--- config.mk ---
export PLATFORM = sky130hd
export DESIGN_NAME = vdp_vram_read_arbiter_flat
export DESIGN_NICKNAME = d
export VERILOG_FILES = /design/src/rtl/vdp_vram_read_arbiter_if.sv /design/src/rtl/vdp_vram_read_arbiter.sv /design/src/flat_wrapper.sv
export SDC_FILE = /design/constraint.sdc
export NUM_CORES = 1
export LEC_CHECK = 0
export CAP_MARGIN = 20
export CORE_MARGIN = 5
export CORE_UTILIZATION = 60
export CTS_CLUSTER_DIAMETER = 30
export DETAILED_ROUTE_END_ITERATION = 6
export DONT_BUFFER_PORTS = 1
export GPL_TIMING_DRIVEN = 1
export PLACE_DENSITY = 0.76
export RECOVER_POWER = 100
export SETUP_SLACK_MARGIN = 0.1
export SLEW_MARGIN = 30
export SYNTH_ARGS = -nofsm -noshare
export SYNTH_HDL_FRONTEND = slang
export SYNTH_SLANG_ARGS = --single-unit
--- constraint.sdc ---
create_clock -name clk -period 2.6 [get_ports clk]
set_input_delay 0.39 -clock clk [delete_from_list [all_inputs] [get_ports clk]]
set_output_delay 0.39 -clock clk [all_outputs]
set_load 0.1 [all_outputs]
--- src/rtl/vdp_vram_read_arbiter_if.sv ---
`default_nettype none
// ============================================================================
// Module   : vdp_vram_read_arbiter_if
// Brief    : Request/grant/valid bundle for the three VRAM read requesters
//            (layer fetch L, sprite render S, host/copper H) plus the VRAM
//            read port itself.
// Revision : 1.0 - initial release
// ============================================================================
interface vdp_vram_read_arbiter_if;
  // Layer fetch requester
  logic        l_req;
  logic [13:0] l_addr;
  logic        l_grant;
  logic        l_valid;
  // Sprite render requester
  logic        s_req;
  logic [13:0] s_addr;
  logic        s_grant;
  logic        s_valid;
  // Host/copper requester
  logic        h_req;
  logic [13:0] h_addr;
  logic        h_grant;
  logic        h_valid;
  // VRAM read port and the data broadcast back to every requester
  logic [13:0] vram_address;
  logic        vram_read_en;
  logic [31:0] vram_read_data;
  logic [31:0] read_data;

  // Arbiter side
  modport slave (
    input  l_req, l_addr, s_req, s_addr, h_req, h_addr, vram_read_data,
    output l_grant, l_valid, s_grant, s_valid, h_grant, h_valid,
    output vram_address, vram_read_en, read_data
  );

  // Requester / VRAM side
  modport master (
    output l_req, l_addr, s_req, s_addr, h_req, h_addr, vram_read_data,
    input  l_grant, l_valid, s_grant, s_valid, h_grant, h_valid,
    input  vram_address, vram_read_en, read_data
  );
endinterface
`default_nettype wire

--- src/rtl/vdp_vram_read_arbiter.sv ---
`default_nettype none
// ============================================================================
// Module   : vdp_vram_read_arbiter
// Brief    : Shares the single VRAM read port between layer fetch (fixed top
//            priority), sprite render and host/copper (round-robin with a
//            host starvation guard). Each issued read is tagged so its
//            data-valid strobe returns only to the issuing requester.
// Revision : 1.0 - initial release
// ============================================================================
module vdp_vram_read_arbiter #(
  parameter int READ_LATENCY  = 2,   // 1..4 cycles from issue to read data
  parameter int HOST_MAX_WAIT = 15   // H wait cycles after which H beats S
) (
  input  logic                    clk,
  input  logic                    reset,
  vdp_vram_read_arbiter_if.slave  bus
);

  localparam logic [1:0] c_tag_none = 2'b00;
  localparam logic [1:0] c_tag_l    = 2'b01;
  localparam logic [1:0] c_tag_s    = 2'b10;
  localparam logic [1:0] c_tag_h    = 2'b11;
  localparam logic       c_rr_s     = 1'b0;
  localparam logic       c_rr_h     = 1'b1;
  localparam logic [3:0] c_wait_max = 4'd15;
  localparam logic [3:0] c_wait_thr = 4'(HOST_MAX_WAIT);
  localparam int         c_pipe_w   = 2 * (READ_LATENCY + 1);

  logic                r_rr_ptr;     // side that wins the next S/H tie
  logic [3:0]          r_wait;       // cycles H has been held off
  logic [c_pipe_w-1:0] r_tag_pipe;   // stage k lives at [2k+1:2k]
  logic [13:0]         r_vram_address;
  logic                r_vram_read_en;

  logic       w_grant_l;
  logic       w_grant_s;
  logic       w_grant_h;
  logic       w_h_starved;
  logic [1:0] w_issue_tag;
  logic [1:0] w_ret_tag;
  logic [13:0] w_grant_addr;

  // Grant selection: L first, then a starved H, then the RR side, else whoever asks.
  always_comb begin
    w_grant_l   = 1'b0;
    w_grant_s   = 1'b0;
    w_grant_h   = 1'b0;
    w_h_starved = (r_wait >= c_wait_thr);
    if (!reset) begin
      if (bus.l_req) begin
        w_grant_l = 1'b1;
      end else if (bus.h_req && (w_h_starved || !bus.s_req || r_rr_ptr == c_rr_h)) begin
        w_grant_h = 1'b1;
      end else if (bus.s_req) begin
        w_grant_s = 1'b1;
      end
    end
  end

  // Tag and address of whatever was granted this cycle.
  always_comb begin
    w_issue_tag  = c_tag_none;
    w_grant_addr = bus.l_addr;
    if (w_grant_l) begin
      w_issue_tag  = c_tag_l;
      w_grant_addr = bus.l_addr;
    end else if (w_grant_s) begin
      w_issue_tag  = c_tag_s;
      w_grant_addr = bus.s_addr;
    end else if (w_grant_h) begin
      w_issue_tag  = c_tag_h;
      w_grant_addr = bus.h_addr;
    end
  end

  // RR pointer moves to the side that was not just served; L grants leave it alone.
  always_ff @(posedge clk) begin
    if (reset) begin
      r_rr_ptr <= c_rr_s;
    end else if (w_grant_s) begin
      r_rr_ptr <= c_rr_h;
    end else if (w_grant_h) begin
      r_rr_ptr <= c_rr_s;
    end
  end

  // H wait counter: counts held-off cycles, saturates, clears on grant or withdrawal.
  always_ff @(posedge clk) begin
    if (reset) begin
      r_wait <= 4'd0;
    end else if (bus.h_req && !w_grant_h) begin
      if (r_wait != c_wait_max) begin
        r_wait <= r_wait + 4'd1;
      end
    end else begin
      r_wait <= 4'd0;
    end
  end

  // Issue register: address holds between reads, strobe is one cycle per grant.
  always_ff @(posedge clk) begin
    if (reset) begin
      r_vram_address <= 14'd0;
      r_vram_read_en <= 1'b0;
    end else begin
      r_vram_read_en <= (w_issue_tag != c_tag_none);
      if (w_issue_tag != c_tag_none) begin
        r_vram_address <= w_grant_addr;
      end
    end
  end

  // Tag pipeline: tag enters at the grant edge and emerges READ_LATENCY cycles after issue.
  always_ff @(posedge clk) begin
    if (reset) begin
      r_tag_pipe <= '0;
    end else begin
      r_tag_pipe <= {r_tag_pipe[c_pipe_w-3:0], w_issue_tag};
    end
  end

  assign w_ret_tag = r_tag_pipe[c_pipe_w-1 -: 2];

  assign bus.l_grant      = w_grant_l;
  assign bus.s_grant      = w_grant_s;
  assign bus.h_grant      = w_grant_h;
  assign bus.l_valid      = !reset && (w_ret_tag == c_tag_l);
  assign bus.s_valid      = !reset && (w_ret_tag == c_tag_s);
  assign bus.h_valid      = !reset && (w_ret_tag == c_tag_h);
  assign bus.vram_address = r_vram_address;
  assign bus.vram_read_en = r_vram_read_en;
  assign bus.read_data    = bus.vram_read_data;

endmodule
`default_nettype wire

--- src/flat_wrapper.sv ---
// flat-port wrapper written by rule: the top's interface ports become plain ports
module vdp_vram_read_arbiter_flat 
#(
  parameter int READ_LATENCY  = 2,                                         
  parameter int HOST_MAX_WAIT = 15                                         
)
  (clk, reset, bus_l_req, bus_l_addr, bus_s_req, bus_s_addr, bus_h_req, bus_h_addr, bus_vram_read_data, bus_l_grant, bus_l_valid, bus_s_grant, bus_s_valid, bus_h_grant, bus_h_valid, bus_vram_address, bus_vram_read_en, bus_read_data);
  vdp_vram_read_arbiter_if bus_i ();
  input  logic clk;
  input  logic reset;
  input wire logic [$bits(bus_i.l_req)-1:0] bus_l_req;
  input wire logic [$bits(bus_i.l_addr)-1:0] bus_l_addr;
  input wire logic [$bits(bus_i.s_req)-1:0] bus_s_req;
  input wire logic [$bits(bus_i.s_addr)-1:0] bus_s_addr;
  input wire logic [$bits(bus_i.h_req)-1:0] bus_h_req;
  input wire logic [$bits(bus_i.h_addr)-1:0] bus_h_addr;
  input wire logic [$bits(bus_i.vram_read_data)-1:0] bus_vram_read_data;
  output wire logic [$bits(bus_i.l_grant)-1:0] bus_l_grant;
  output wire logic [$bits(bus_i.l_valid)-1:0] bus_l_valid;
  output wire logic [$bits(bus_i.s_grant)-1:0] bus_s_grant;
  output wire logic [$bits(bus_i.s_valid)-1:0] bus_s_valid;
  output wire logic [$bits(bus_i.h_grant)-1:0] bus_h_grant;
  output wire logic [$bits(bus_i.h_valid)-1:0] bus_h_valid;
  output wire logic [$bits(bus_i.vram_address)-1:0] bus_vram_address;
  output wire logic [$bits(bus_i.vram_read_en)-1:0] bus_vram_read_en;
  output wire logic [$bits(bus_i.read_data)-1:0] bus_read_data;
  assign bus_i.l_req = bus_l_req;
  assign bus_i.l_addr = bus_l_addr;
  assign bus_i.s_req = bus_s_req;
  assign bus_i.s_addr = bus_s_addr;
  assign bus_i.h_req = bus_h_req;
  assign bus_i.h_addr = bus_h_addr;
  assign bus_i.vram_read_data = bus_vram_read_data;
  assign bus_l_grant = bus_i.l_grant;
  assign bus_l_valid = bus_i.l_valid;
  assign bus_s_grant = bus_i.s_grant;
  assign bus_s_valid = bus_i.s_valid;
  assign bus_h_grant = bus_i.h_grant;
  assign bus_h_valid = bus_i.h_valid;
  assign bus_vram_address = bus_i.vram_address;
  assign bus_vram_read_en = bus_i.vram_read_en;
  assign bus_read_data = bus_i.read_data;
  vdp_vram_read_arbiter #(.READ_LATENCY(READ_LATENCY), .HOST_MAX_WAIT(HOST_MAX_WAIT)) u_core (.clk(clk), .reset(reset), .bus(bus_i));
endmodule
Yosys cells after proc, flatten, opt, wreduce, memory -nomap -nowiden
Cells that the tools add are included.
{ "classes": {"magnitude_cmp": 1, "n_addsub": 1, "bitwise_logic": 1, "div_mod_pow": 0, "reduce_logical": 13, "n_mul": 0, "mux": 17, "n_shift": 0, "n_eq_ne": 4} }
{ "op_table": {"columns": ["operator", "count"], "rows": [
  ["14-bit two-way mux", 3],
  ["1-bit two-way mux", 11],
  ["2-bit two-way mux", 3],
  ["1-bit logical AND", 5],
  ["4-bit by 1-bit adder with 4-bit output (second input constant)", 1],
  ["2-bit equality test (second input constant)", 2],
  ["4-bit greater-or-equal comparator (second input constant)", 1],
  ["4-bit inequality test (second input constant)", 1],
  ["2-bit nonzero test", 2],
  ["1-bit zero test", 3],
  ["2-bit by 1-bit equality test with 1-bit output (second input constant)", 1],
  ["1-bit logical OR", 2],
  ["2-bit OR reduction", 1],
  ["1-bit inverter", 1]
]} }
{ "word_totals": {"mem_bits_ro": 0, "memories": 0, "elab_cells": 42, "latchBits": 0, "ramBits": 0, "register_bits": 26} }

Depth between registers and ports, before layout
Gate-level depths: netlist of the first run.
{ "logic_depth": {"ltp_word": 11, "ltp_mapped": 8} }

Worst setup path after synthesis of the first run
No wires, ideal clock.
{ "synth_path": {"path_kind": "in2out", "start": "input port reset", "end": "output port bus_l_valid", "required_ns": 2.210, "cell_stages": 2, "arrival_time_ns": 2.817, "path_slack_ns": -0.607, "n_path_buf": 1, "cell_sequence": "clkbuf_1 -> nor3b_1"} }
{ "synth_between": {"elab_chain_cells": 2} }
{ "synth_rtl": {"columns": ["element", "line_no", "rtl"], "rows": [
  ["start: declaration", "flat_wrapper.sv:10", "input logic reset;"],
  ["1-bit zero test", null, null],
  ["1-bit logical AND", "vdp_vram_read_arbiter.sv:127", "assign bus.l_valid = !reset && (w_ret_tag == c_tag_l);"],
  ["end: declaration", "flat_wrapper.sv:19", "output wire logic [$bits(bus_i.l_valid)-1:0] bus_l_valid;"]
]} }
Every way passes these cells.

Final worst setup path of the first run
{ "layout_path": {"start": "register u_core.r_wait[0]", "end": "output port bus_h_grant"} }
{ "layout_between": {"elab_chain_cells": 7} }
{ "layout_rtl": {"columns": ["element", "line_no", "rtl"], "rows": [
  ["start: declaration", "vdp_vram_read_arbiter.sv:30", "logic [3:0] r_wait;"],
  ["start signal: assignment", "vdp_vram_read_arbiter.sv:93", "r_wait <= r_wait + 4'd1;"],
  ["4-bit greater-or-equal comparator", "vdp_vram_read_arbiter.sv:48", "w_h_starved = (r_wait >= c_wait_thr);"],
  ["1-bit logical OR (2 in series)", "vdp_vram_read_arbiter.sv:52", "end else if (bus.h_req && (w_h_starved || !bus.s_req || r_rr_ptr == c_rr_h)) begin"],
  ["1-bit logical AND", "vdp_vram_read_arbiter.sv:52", null],
  ["1-bit two-way mux", "vdp_vram_read_arbiter.sv:52", null],
  ["1-bit two-way mux", "vdp_vram_read_arbiter.sv:50", "if (bus.l_req) begin"],
  ["1-bit two-way mux", "vdp_vram_read_arbiter.sv:49", "if (!reset) begin"],
  ["end: declaration", "flat_wrapper.sv:22", "output wire logic [$bits(bus_i.h_grant)-1:0] bus_h_grant;"]
]} }
Every way passes these cells.

==> summary.txt, run 1 <==
Run status
  • Run status: completed

GRT
  • Initial antenna violation count: 0
  • Wire length of the first global-routing pass: a little over 5000 um
  • Met2 Usage GRT: 0.321
  • Most used routing layer in global routing: met2
  • Global routing usage summed across all routing layers: 0.192
  • Number of global-route vias before repair: 1,050
  • Grt met3 use: 0.0784
  • Congestion Overflow GR: 0
  • Met1 global-route usage: 0.202
  • Largest net degree at the start of global routing: 25

Synthesis
  • Post-synthesis async set-or-reset flop share: 0
  • Synthesized instance count: ~170
  • Most area-hungry cell type in the Yosys netlist: sky130_fd_sc_hd__dfxtp_1
  • Arithmetic-cell share of the synthesized area counting full adders, half adders and majority gates: 0.00855
  • Commonest cells post-synth: 32 x sky130_fd_sc_hd__buf_4, 26 x sky130_fd_sc_hd__dfxtp_1, 19 x sky130_fd_sc_hd__nor2_1, 15 x sky130_fd_sc_hd__nand3_1, 14 x sky130_fd_sc_hd__a211oi_1
  • Xor and xnor area share after synthesis: 0.00599
  • Combinational family with the most area after synthesis: buffers and inverters
  • Multiplexer share of the synthesized area: 0.00684
  • Cell area after synthesis: 1460 um2
  • Area share of and/or/nand/nor cells after synthesis: 0.180
  • Top post-synthesis cells by area: sky130_fd_sc_hd__dfxtp_1 36%, sky130_fd_sc_hd__buf_4 16%, sky130_fd_sc_hd__a211oi_1 7.2%
  • Sequential-to-total area share from yosys stat: 0.356
  • Avg Synthesized Cell Area: 8.86 um2
  • Synthesized net count: between 200 and 250
  • Number of flip-flops and latches in the synthesized netlist: 26
  • Number of synthesis warnings: 0
  • Number of synthesized flops with an enable pin: 0
  • Post-synth cell types: 30
  • Fraction of the mapped netlist area in compound gates: 0.217
  • Share of Yosys cell area claimed by the top area cell type: 0.356
  • Most frequent cell after synthesis: sky130_fd_sc_hd__buf_4
  • Most used flip-flop cell after synthesis: sky130_fd_sc_hd__dfxtp_1

Timing
  • Final count of hold timing violations: 0
  • Tightest Pin Transition: 1.21 ns
  • Final setup violation count: 0
  • Fin crit period: 2.26 ns
  • Max_slew headroom: 0.196
  • Highest clock frequency the design can meet: 443 MHz
  • Final Skew: 0.00870 ns
  • Unrepaired setup endpoints after global routing: no
  • Slew Limit Fails: 0
  • Period Utilization, post-route: 0.868

Cells and area
  • Multi-input gate area in the final layout: around 580 um2
  • Antenna cells: 0
  • Post-layout nets: 222
  • Storage element area: 520 um2
  • Number of fill cells in the layout: 219
  • Share of post-route cells with drive strength above 1: 0.113
  • Final core utilization: 0.572
  • Area growth from synthesis to final layout: -10.9%

Drt
  • Routed vias/inst: 6.66
  • Final antenna-violating net count: 0
  • Routed WL per cell: 21.8 um
  • Aggregate routed wire length: 3690 um
  • Via Count: about 1,100
  • First DRT Iteration DRCs: 57
  • Number of DRC violations after detailed routing: 0
  • Pre-Repair DR Iteration Count: 4

Floorplanning
  • Die X: 59.4 um
  • Cell row count: 17
  • Initial standard-cell utilization of the core: 0.643
  • Die H: 59.4 um
  • Total I/O pin count: approximately 130
  • Floorplan Core Area: between 2000 and 2500 um2
  • Die outline area: between 3000 and 4000 um2

Worst setup path
  • Required time at the endpoint of the critical path: about 2.2 ns
  • Worst Path Class, Setup: flip-flop to output pin
  • Startpoint type of the worst setup path: flip-flop
  • Critical Path AT: 1.87 ns
  • CP endpoint kind: output pin
  • Critical path fanouts, max: 10

Clock tree
  • CTS sink cnt: 26
  • Buffer type at the clock tree root: sky130_fd_sc_hd__clkbuf_4
  • Buffers from clock root to sink, at most: 2
  • CTS tree: yes
  • Post-CTS repair timing setup buffer count: 0
  • Num CTS Buffers: 3
  • Clock slew at reported path FFs: 0.14 ns
  • H-Tree Level Count: 1
  • Clock insertion delay at the later pin of the skew report: 0.32 ns

Power
  • PnR Total Power: 966 uW
  • Pleak: approximately 0.00048 uW
  • Peak supply drop: between 0.0003 and 0.0004 V
  • Power density of the placed cells: about 740 nW/um2

Place
  • Post-DP HPWL: 2950 um
  • Total of buffers placed on input and output ports: 0
  • RePlAce Congestion: about 0.72

Worst hold path
  • Type of the tightest min-delay check: input pin to flip-flop

Flow run
  • Reported max-cap violation count: 0
[registers in the layout (all words and copies together) (netlist names)]
signal,count
u_core.r_tag_pipe,6
u_core.r_rr_ptr,1
u_core.bus.vram_read_en,1
u_core.bus.vram_address,14
u_core.r_wait,4
[cell families after synthesis]
logic type               count (synthesis)
AND/OR/NAND/NOR                         54
buffers and inverters                   48
AO/OA/AOI/OAI                           34
flip-flops                              26
XOR/XNOR                                 1
multiplexers                             1
adder cells (fa/ha/maj)                  1
[worst paths after layout]
check             slack [ns]                 start                          end  cells past startpoint
setup / recovery        0.34      u_core.r_wait[0]                  bus_h_grant                      4
setup reg to reg        0.44      u_core.r_wait[0]  u_core.bus.vram_address[11]                      6
hold / removal          0.12                 reset   u_core.bus.vram_address[8]                      1
hold reg to reg         0.45  u_core.r_tag_pipe[3]         u_core.r_tag_pipe[5]                      1
[layout make-up]
type,count,area share
Clock buffer,3,0.0173
Sequential cell,26,0.400
Tap cell,28,0.0269
Inverter,5,0.0144
Timing Repair Buffer,15,0.0768
Clock inverter,1,0.0231
Multi-Input combinational cell,91,0.442
[what timing repair did]
item,in CTS,in global routing
hold buffers,0,0
setup endpoints to repair,0,1
endpoints found under the hold margin,0,0
resized for setup,0,1
[per-stage QoR]
stage | setup TNS, ns | hold slack (ns) | cells | area [um2] | setup slack [ns]
final | 0 | 0.122 | 169 | 1300 | 0.342
after global routing | 0 | 0.100 | 169 | 1300 | 0.245
after CTS | 0 | 0.110 | 169 | 1430 | 0.243
after detailed placement | 0 | 0.428 | 165 | 1370 | 0.527
after global placement | 0 | 0.416 | 165 | 1370 | 0.636
after floorplan | -1.21 | 0.414 | 165 | 1460 | -0.607
[critical path, stage by stage (launching register included)]
cell	delay [ns]
sky130_fd_sc_hd__dfxtp_1	0.41
sky130_fd_sc_hd__ha_1	0.23
sky130_fd_sc_hd__and3_1	0.30
sky130_fd_sc_hd__o211a_2	0.39
sky130_fd_sc_hd__buf_12	0.22
[per-layer routing]
layer  wire, um  up-vias
met2       1820       85
met3        542       20
met5          0        -
li1           -      506
met4        129        0
met1       1200      514
[placed cells by master, fill, tap and decap left out, types with 2 or more instances in the layout]
master,n
sky130_fd_sc_hd__a211oi_1,14
sky130_fd_sc_hd__a221oi_1,14
sky130_fd_sc_hd__and3_1,2
sky130_fd_sc_hd__buf_12,2
sky130_fd_sc_hd__buf_4,3
sky130_fd_sc_hd__clkbuf_1,10
sky130_fd_sc_hd__clkbuf_4,3
sky130_fd_sc_hd__dfxtp_1,26
sky130_fd_sc_hd__inv_1,4
sky130_fd_sc_hd__nand2_1,3
sky130_fd_sc_hd__nand3_1,15
sky130_fd_sc_hd__nor2_1,19
sky130_fd_sc_hd__nor2b_1,4
sky130_fd_sc_hd__nor3_1,3
sky130_fd_sc_hd__nor3b_2,2
sky130_fd_sc_hd__o21ai_0,2
[where the power goes]
group          internal, uW  leakage [uW]  switching (uW)
sequential              424      0.000215             104
combinational          43.1      0.000239             120
clock                   156     0.0000279             119
(Power assumes the default switching activity.)
==> inputs of run 2 (changes only) <==
- REMOVE_ABC_BUFFERS: not set -> 1
==> run 2 against run 1 <==
Effect of this change:
- core utilization decreased by 0.33 points
- hold slack got worse by 0.0054 ns
- non-clock buffer count decreased by 1
- critical path depth unchanged
- register-to-register slack got worse by 0.07 ns
- final cell count decreased by 0.59%
- sequential power increased by 2%
- flip-flop and latch count unchanged
- sequential share of layout area increased by 0.23 points
- critical endpoint unchanged
- largest power group unchanged
==> summary.txt, run 2 (synthesized netlist as in run 1, its figures left out) <==
Floorplanning
  • Die X: 59.4 um (unchanged)
  • Die H: 59.4 um (unchanged)
  • Total I/O pin count: 132 (unchanged)
  • Die outline area: 3530 um2 (unchanged)
  • Cell row count: 17 (unchanged)
  • Initial standard-cell utilization of the core: 0.643 (unchanged)
  • Floorplan Core Area: 2280 um2 (unchanged)

Drt
  • Aggregate routed wire length: 4490 um (+22%)
  • Via Count: 1,164 (+3.5%)
  • Final antenna-violating net count: 0 (unchanged)
  • Pre-Repair DR Iteration Count: 4 (unchanged)
  • Routed vias/inst: 6.93 (+4.1%)
  • Routed WL per cell: 26.7 um (+22%)
  • Number of DRC violations after detailed routing: 0 (unchanged)
  • First DRT Iteration DRCs: 28 (-51%)

Worst setup path
  • Required time at the endpoint of the critical path: 2.21 ns (about the same)
  • Cell with the biggest individual delay on the critical path: sky130_fd_sc_hd__dfxtp_1
  • Slowest cell delay on critical path: 0.41 ns (about the same)
  • Worst Path Class, Setup: flip-flop to output pin
  • Critical Path AT: 1.95 ns (+0.08 ns)
  • Critical path fanouts, max: 9 (-1)
  • Startpoint type of the worst setup path: flip-flop
  • CP endpoint kind: output pin
  • Critical path, cell by cell: ha_1 -> and3_1 -> o211a_2 -> buf_6

Timing
  • Final count of hold timing violations: 0 (unchanged)
  • Period Utilization, post-route: 0.900 (+0.0319)
  • Tightest Pin Transition: 1.23 ns (+0.0252 ns)
  • Slew Limit Fails: 0 (unchanged)
  • Highest clock frequency the design can meet: 427 MHz (-3.5%)
  • Min Hold Slack: 0.116 ns (-0.00540 ns)
  • Max_slew headroom: 0.180 (-0.0168)
  • Fin crit period: 2.34 ns (+0.0829 ns)
  • Final Skew: 0.00464 ns (-0.00407 ns)
  • Unrepaired setup endpoints after global routing: no
  • Final setup violation count: 0 (unchanged)

GRT
  • Number of global-route vias before repair: 1,184 (+13%)
  • Largest net degree at the start of global routing: 25 (unchanged)
  • Global routing usage summed across all routing layers: 0.256 (+0.0646)
  • Initial antenna violation count: 0 (unchanged)
  • Congestion Overflow GR: 0 (unchanged)
  • Wire length of the first global-routing pass: 6490 um (+25%)

Power
  • Pint: 551 uW (-11%)
  • Peak supply drop: 0.000413 V (+29%)
  • Switch share: 0.385 (+0.0296)
  • Sequential Power Share: 0.600 (+0.053)
  • Clock share of power: 0.227 (-0.058)
  • Switching power of the nets: 345 uW (+0.50%)
  • PnR Total Power: 896 uW (-7.2%)
  • Share of total power in combinational logic: 0.173 (+0.004)
  • Pleak: 0.000480 uW (-0.44%)
  • Power density of the placed cells: 692 nW/um2 (-6.7%)

Clock tree
  • Number of hold buffers added after cts: 0 (unchanged)
  • CTS sink cnt: 26 (unchanged)
  • CTS tree: yes
  • Buffer type at the clock tree root: sky130_fd_sc_hd__clkbuf_4
  • Buffers from clock root to sink, at most: 2 (unchanged)
  • H-Tree Level Count: 1 (unchanged)
  • Clock slew at reported path FFs: 0.14 ns (about the same)
  • Clock insertion delay at the later pin of the skew report: 0.32 ns (about the same)
  • Num CTS Buffers: 3 (unchanged)

Worst hold path
  • Type of the tightest min-delay check: input pin to flip-flop

Place
  • Total of buffers placed on input and output ports: 0 (unchanged)
  • Post-DP HPWL: 3440 um (+17%)
  • RePlAce Congestion: 0.770 (+7.3%)

Run status
  • Run status: completed

Cells and area
  • Storage element area: 520 um2 (unchanged)
  • Highest-count cells in the layout ignoring fill and taps: 26 x sky130_fd_sc_hd__dfxtp_1, 19 x sky130_fd_sc_hd__nor2_1, 15 x sky130_fd_sc_hd__nand3_1, 14 x sky130_fd_sc_hd__a211oi_1, 10 x sky130_fd_sc_hd__clkbuf_1
  • Number of fill cells in the layout: 216 (-1.4%)
  • Share of post-route cells with drive strength above 1: 0.143 (+0.0294)
  • Antenna cells: 0 (unchanged)
  • Most common cell after layout, fill and taps aside: sky130_fd_sc_hd__dfxtp_1
  • Area growth from synthesis to final layout: -11.5%
  • Multi-input gate area in the final layout: 613 um2 (+6.5%)
  • Post-layout nets: 221 (-0.45%)
  • Number of flip-flops in the largest register: 14 (unchanged)

Flow run
  • Reported max-cap violation count: 0 (unchanged)
==> run 2: cell types whose count changed in the layout (fill, tap and decap cells not counted), sizes merged <==
cell / delta
buf: -2
bufinv: -1
clkbuf: +2
==> run 2: critical path, delay by kind of cell, from the launching register on <==
kind | cells | cell delay [ns]
simple gates | 1 | 0.32
compound gates | 1 | 0.39
buf+inv | 1 | 0.27
fa+ha+maj | 1 | 0.23
flops | 1 | 0.41
==> run 2: metal layers <==
layer / up-vias / wire, um / global-route usage
li1: 501 / - / -
met1: 554 / 1660 / 0.305
met2: 102 / 1880 / 0.343
met3: 7 / 901 / 0.216
met4: 0 / 41 / 0.0680
met5: - / 0 / 0
==> run 2: worst paths after layout <==
kind,start,endpoint,slack [ns],cells past startpoint
setup / recovery,u_core.r_wait[0],bus_h_grant,0.26,4
hold / removal,reset,u_core.r_tag_pipe[5],0.12,1
setup reg to reg,u_core.r_wait[0],u_core.bus.vram_address[12],0.37,6
hold reg to reg,u_core.r_tag_pipe[0],u_core.r_tag_pipe[2],0.45,1
==> run 2: final cells by class <==
cell class / count / area share
Multi-Input combinational cell: 91 / 0.473
Tap cell: 28 / 0.0271
Sequential cell: 26 / 0.402
Inverter: 5 / 0.0145
Timing Repair Buffer: 14 / 0.0551
Clock buffer: 4 / 0.0280
==> run 2: power groups by stage <==
stage / sequential [uW] / clock [uW] / combinational (uW)
CTS: 538 / 206 / 167
global placement: 546 / 0 / 161
floorplan: 579 / 0 / 90.0
global route: 542 / 229 / 167
detailed placement: 547 / 0 / 167
finish: 538 / 203 / 155
==> run 2: stage by stage <==
step	util	setup TNS (ns)	setup slack [ns]	cell area (um2)	cells
after global placement	0.594	0	0.579	1350	164
after detailed placement	0.594	0	0.511	1350	164
after floorplan	-	-0.784	-0.392	1150	122
after global routing	0.569	0	0.152	1290	168
final	0.569	0	0.259	1290	168
after CTS	0.610	0	0.142	1390	168
==> run 2: what timing repair did <==
| action | 4_1_cts | 5_1_grt |
|---|---|---|
| setup endpoints to repair | 0 | 1 |
| hold endpoints to repair | 0 | 0 |
| resized for setup | 0 | 2 |
| buffers inserted | 0 | 0 |
==> inputs of run 3 (changes only) <==
- PLACE_DENSITY: 0.76 -> not set
- PLACE_DENSITY_LB_ADDON: not set -> 0.08
==> run 3 against run 2 <==
Effect of this change:
- first-iteration DRC count decreased by 3.6%
- setup slack lost 0.064 ns
- via count decreased by 2.1%
- flip-flop and latch count did not move
- clock skew up 0.022 ns
- fmax fell by 2.7%
- die area unchanged
- cell area up 3.4%
- wire length is 5.7% lower
- total power rose by 9.2%
- global-route usage shrank 2.5 points
- final cell count increased by 1.2%
==> summary.txt, run 3 (synthesized netlist as in run 1, its figures left out) <==
Worst setup path
  • Startpoint type of the worst setup path: flip-flop
  • Worst Path Class, Setup: flip-flop to output pin
  • Length in cells of the worst reg-to-reg path: 6 (unchanged)
  • Required time at the endpoint of the critical path: 2.21 ns (about the same)
  • Critical Path AT: 2.01 ns (+0.06 ns)
  • Worst reg-to-reg setup slack: 0.53 ns (+0.16 ns)
  • Endpoint of the worst register-to-register path: u_core.bus.vram_address[8]
  • R2R Path Start: u_core.r_wait[0]
  • Critical path fanouts, max: 10 (+1)
  • CP endpoint kind: output pin

Floorplanning
  • Cell row count: 17 (unchanged)
  • Die X: 59.4 um (unchanged)
  • Floorplan Core Area: 2280 um2 (unchanged)
  • Initial standard-cell utilization of the core: 0.643 (unchanged)
  • Die H: 59.4 um (unchanged)
  • Die outline area: 3530 um2 (unchanged)
  • Total I/O pin count: 132 (unchanged)

Power
  • Pleak: 0.000494 uW (+2.9%)
  • PnR Total Power: 979 uW (+9.2%)
  • Peak supply drop: 0.000384 V (-6.9%)
  • Power density of the placed cells: 731 nW/um2 (+5.6%)

Place
  • Total of buffers placed on input and output ports: 0 (unchanged)
  • DP Area: 1380 um2 (+2.0%)
  • Post-place setup slack: 0.498 ns (-0.0131 ns)
  • RePlAce Congestion: 0.794 (+3.1%)
  • Post-DP HPWL: 3200 um (-7.1%)

Timing
  • Final Skew: 0.0265 ns (+0.0218 ns)
  • Period Utilization, post-route: 0.925 (+0.0248)
  • Final setup violation count: 0 (unchanged)
  • Highest clock frequency the design can meet: 416 MHz (-2.7%)
  • Unrepaired setup endpoints after global routing: no
  • Fin crit period: 2.40 ns (+0.0644 ns)
  • Final count of hold timing violations: 0 (unchanged)
  • Max_slew headroom: 0.188 (+0.00796)
  • Fin worst setup slack: 0.195 ns (-0.0644 ns)
  • Slew Limit Fails: 0 (unchanged)
  • Tightest Pin Transition: 1.22 ns (-0.0119 ns)

Drt
  • Via Count: 1,139 (-2.1%)
  • Routed WL per cell: 24.9 um (-6.8%)
  • Aggregate routed wire length: 4230 um (-5.7%)
  • Number of DRC violations after detailed routing: 0 (unchanged)
  • First DRT Iteration DRCs: 27 (-3.6%)
  • Routed vias/inst: 6.70 (-3.3%)
  • Pre-Repair DR Iteration Count: 4 (unchanged)
  • Final antenna-violating net count: 0 (unchanged)

Run status
  • Run status: completed

GRT
  • Met2 Usage GRT: 0.290 (-0.0530)
  • Congestion Overflow GR: 0 (unchanged)
  • Largest net degree at the start of global routing: 25 (unchanged)
  • Met1 global-route usage: 0.277 (-0.0275)
  • Global routing usage summed across all routing layers: 0.231 (-0.0251)
  • Wire length of the first global-routing pass: 5940 um (-8.5%)
  • Number of global-route vias before repair: 1,107 (-6.5%)
  • Initial antenna violation count: 0 (unchanged)
  • Most used routing layer in global routing: met2
  • Grt met3 use: 0.218 (+0.00218)

Cells and area
  • Highest-count cells in the layout ignoring fill and taps: 26 x sky130_fd_sc_hd__dfxtp_1, 19 x sky130_fd_sc_hd__nor2_1, 15 x sky130_fd_sc_hd__nand3_1, 14 x sky130_fd_sc_hd__a211oi_1, 11 x sky130_fd_sc_hd__clkbuf_1
  • Number of flip-flops in the largest register: 14 (unchanged)
  • Most common cell after layout, fill and taps aside: sky130_fd_sc_hd__dfxtp_1
  • Area of all placed cells without fillers: 1340 um2 (+3.4%)
  • Area growth from synthesis to final layout: -8.47%
  • Share of post-route cells with drive strength above 1: 0.169 (+0.0262)
  • Post-layout nets: 223 (+0.90%)
  • Antenna cells: 0 (unchanged)

Clock tree
  • Buffer type at the clock tree root: sky130_fd_sc_hd__clkbuf_4
  • Clock insertion delay at the later pin of the skew report: 0.34 ns (+0.02 ns)
  • CTS tree: yes
  • Buffers from clock root to sink, at most: 2 (unchanged)
  • CTS sink cnt: 26 (unchanged)
  • Number of hold buffers added after cts: 0 (unchanged)
  • Clock slew at reported path FFs: 0.17 ns (+0.03 ns)
  • Num CTS Buffers: 3 (unchanged)
  • H-Tree Level Count: 1 (unchanged)

Worst hold path
  • Worst-case hold path end point: u_core.bus.vram_address[12]
  • Hold Path Depth: 1 (unchanged)
  • Startpoint of the tightest hold check path: reset
  • Type of the tightest min-delay check: input pin to flip-flop

Flow run
  • Reported max-cap violation count: 0 (unchanged)
run 3: cell type report:
cell class                 count  area, um2
multi-input combinational     91        621
timing repair buffer          16       91.3
clock inverter                 1       30.0
clock buffer                   3       22.5
sequential                    26        520
fill                         211        937
inverter                       5       18.8
tap                           28       35.0
run 3: worst max path at each step:
stage / start / end / slack (ns) / depth (start not counted)
floorplan: reset / bus_l_valid / -0.39 / 1
CTS: u_core.r_wait[0] / bus_h_grant / 0.13 / 5
global placement: u_core.r_wait[0] / bus_h_grant / 0.57 / 5
detailed placement: u_core.r_wait[0] / bus_h_grant / 0.50 / 5
finish: u_core.r_wait[0] / bus_h_grant / 0.20 / 5
global route: u_core.r_wait[0] / bus_h_grant / 0.07 / 5
run 3: through the flow:
step           setup TNS, ns  cells  hold WS [ns]  utilization
2_1_floorplan         -0.784    122         0.414            -
3_3_place_gp               0    166         0.416        0.606
3_5_place_dp               0    166         0.428        0.606
4_1_cts                    0    170        0.0936        0.629
5_1_grt                    0    170        0.0741        0.588
6_report                   0    170        0.0950        0.588
run 3: critical path, stage by stage, from the launching register on:
cell and delay [ns]:
sky130_fd_sc_hd__dfxtp_1 0.41, sky130_fd_sc_hd__ha_1 0.23, sky130_fd_sc_hd__and3_2 0.26, sky130_fd_sc_hd__o211a_2 0.30
sky130_fd_sc_hd__clkbuf_4 0.28, sky130_fd_sc_hd__buf_12 0.20
run 3: layer usage:
layer / vias to the layer above / routed length, um
met3: 4 / 943
met5: - / 0
li1: 511 / -
met4: 0 / 27
met1: 530 / 1610
met2: 94 / 1650
run 3: power by group:
part / internal (uW) / switching, uW
Sequential: 424 / 104
Clock: 156 / 130
Combinational: 43.3 / 122
run 3: what timing repair did:
| item | CTS | global route |
|---|---|---|
| setup endpoints to repair | 0 | 1 |
| setup buffers | 0 | 0 |
| gates resized for setup | 0 | 2 |
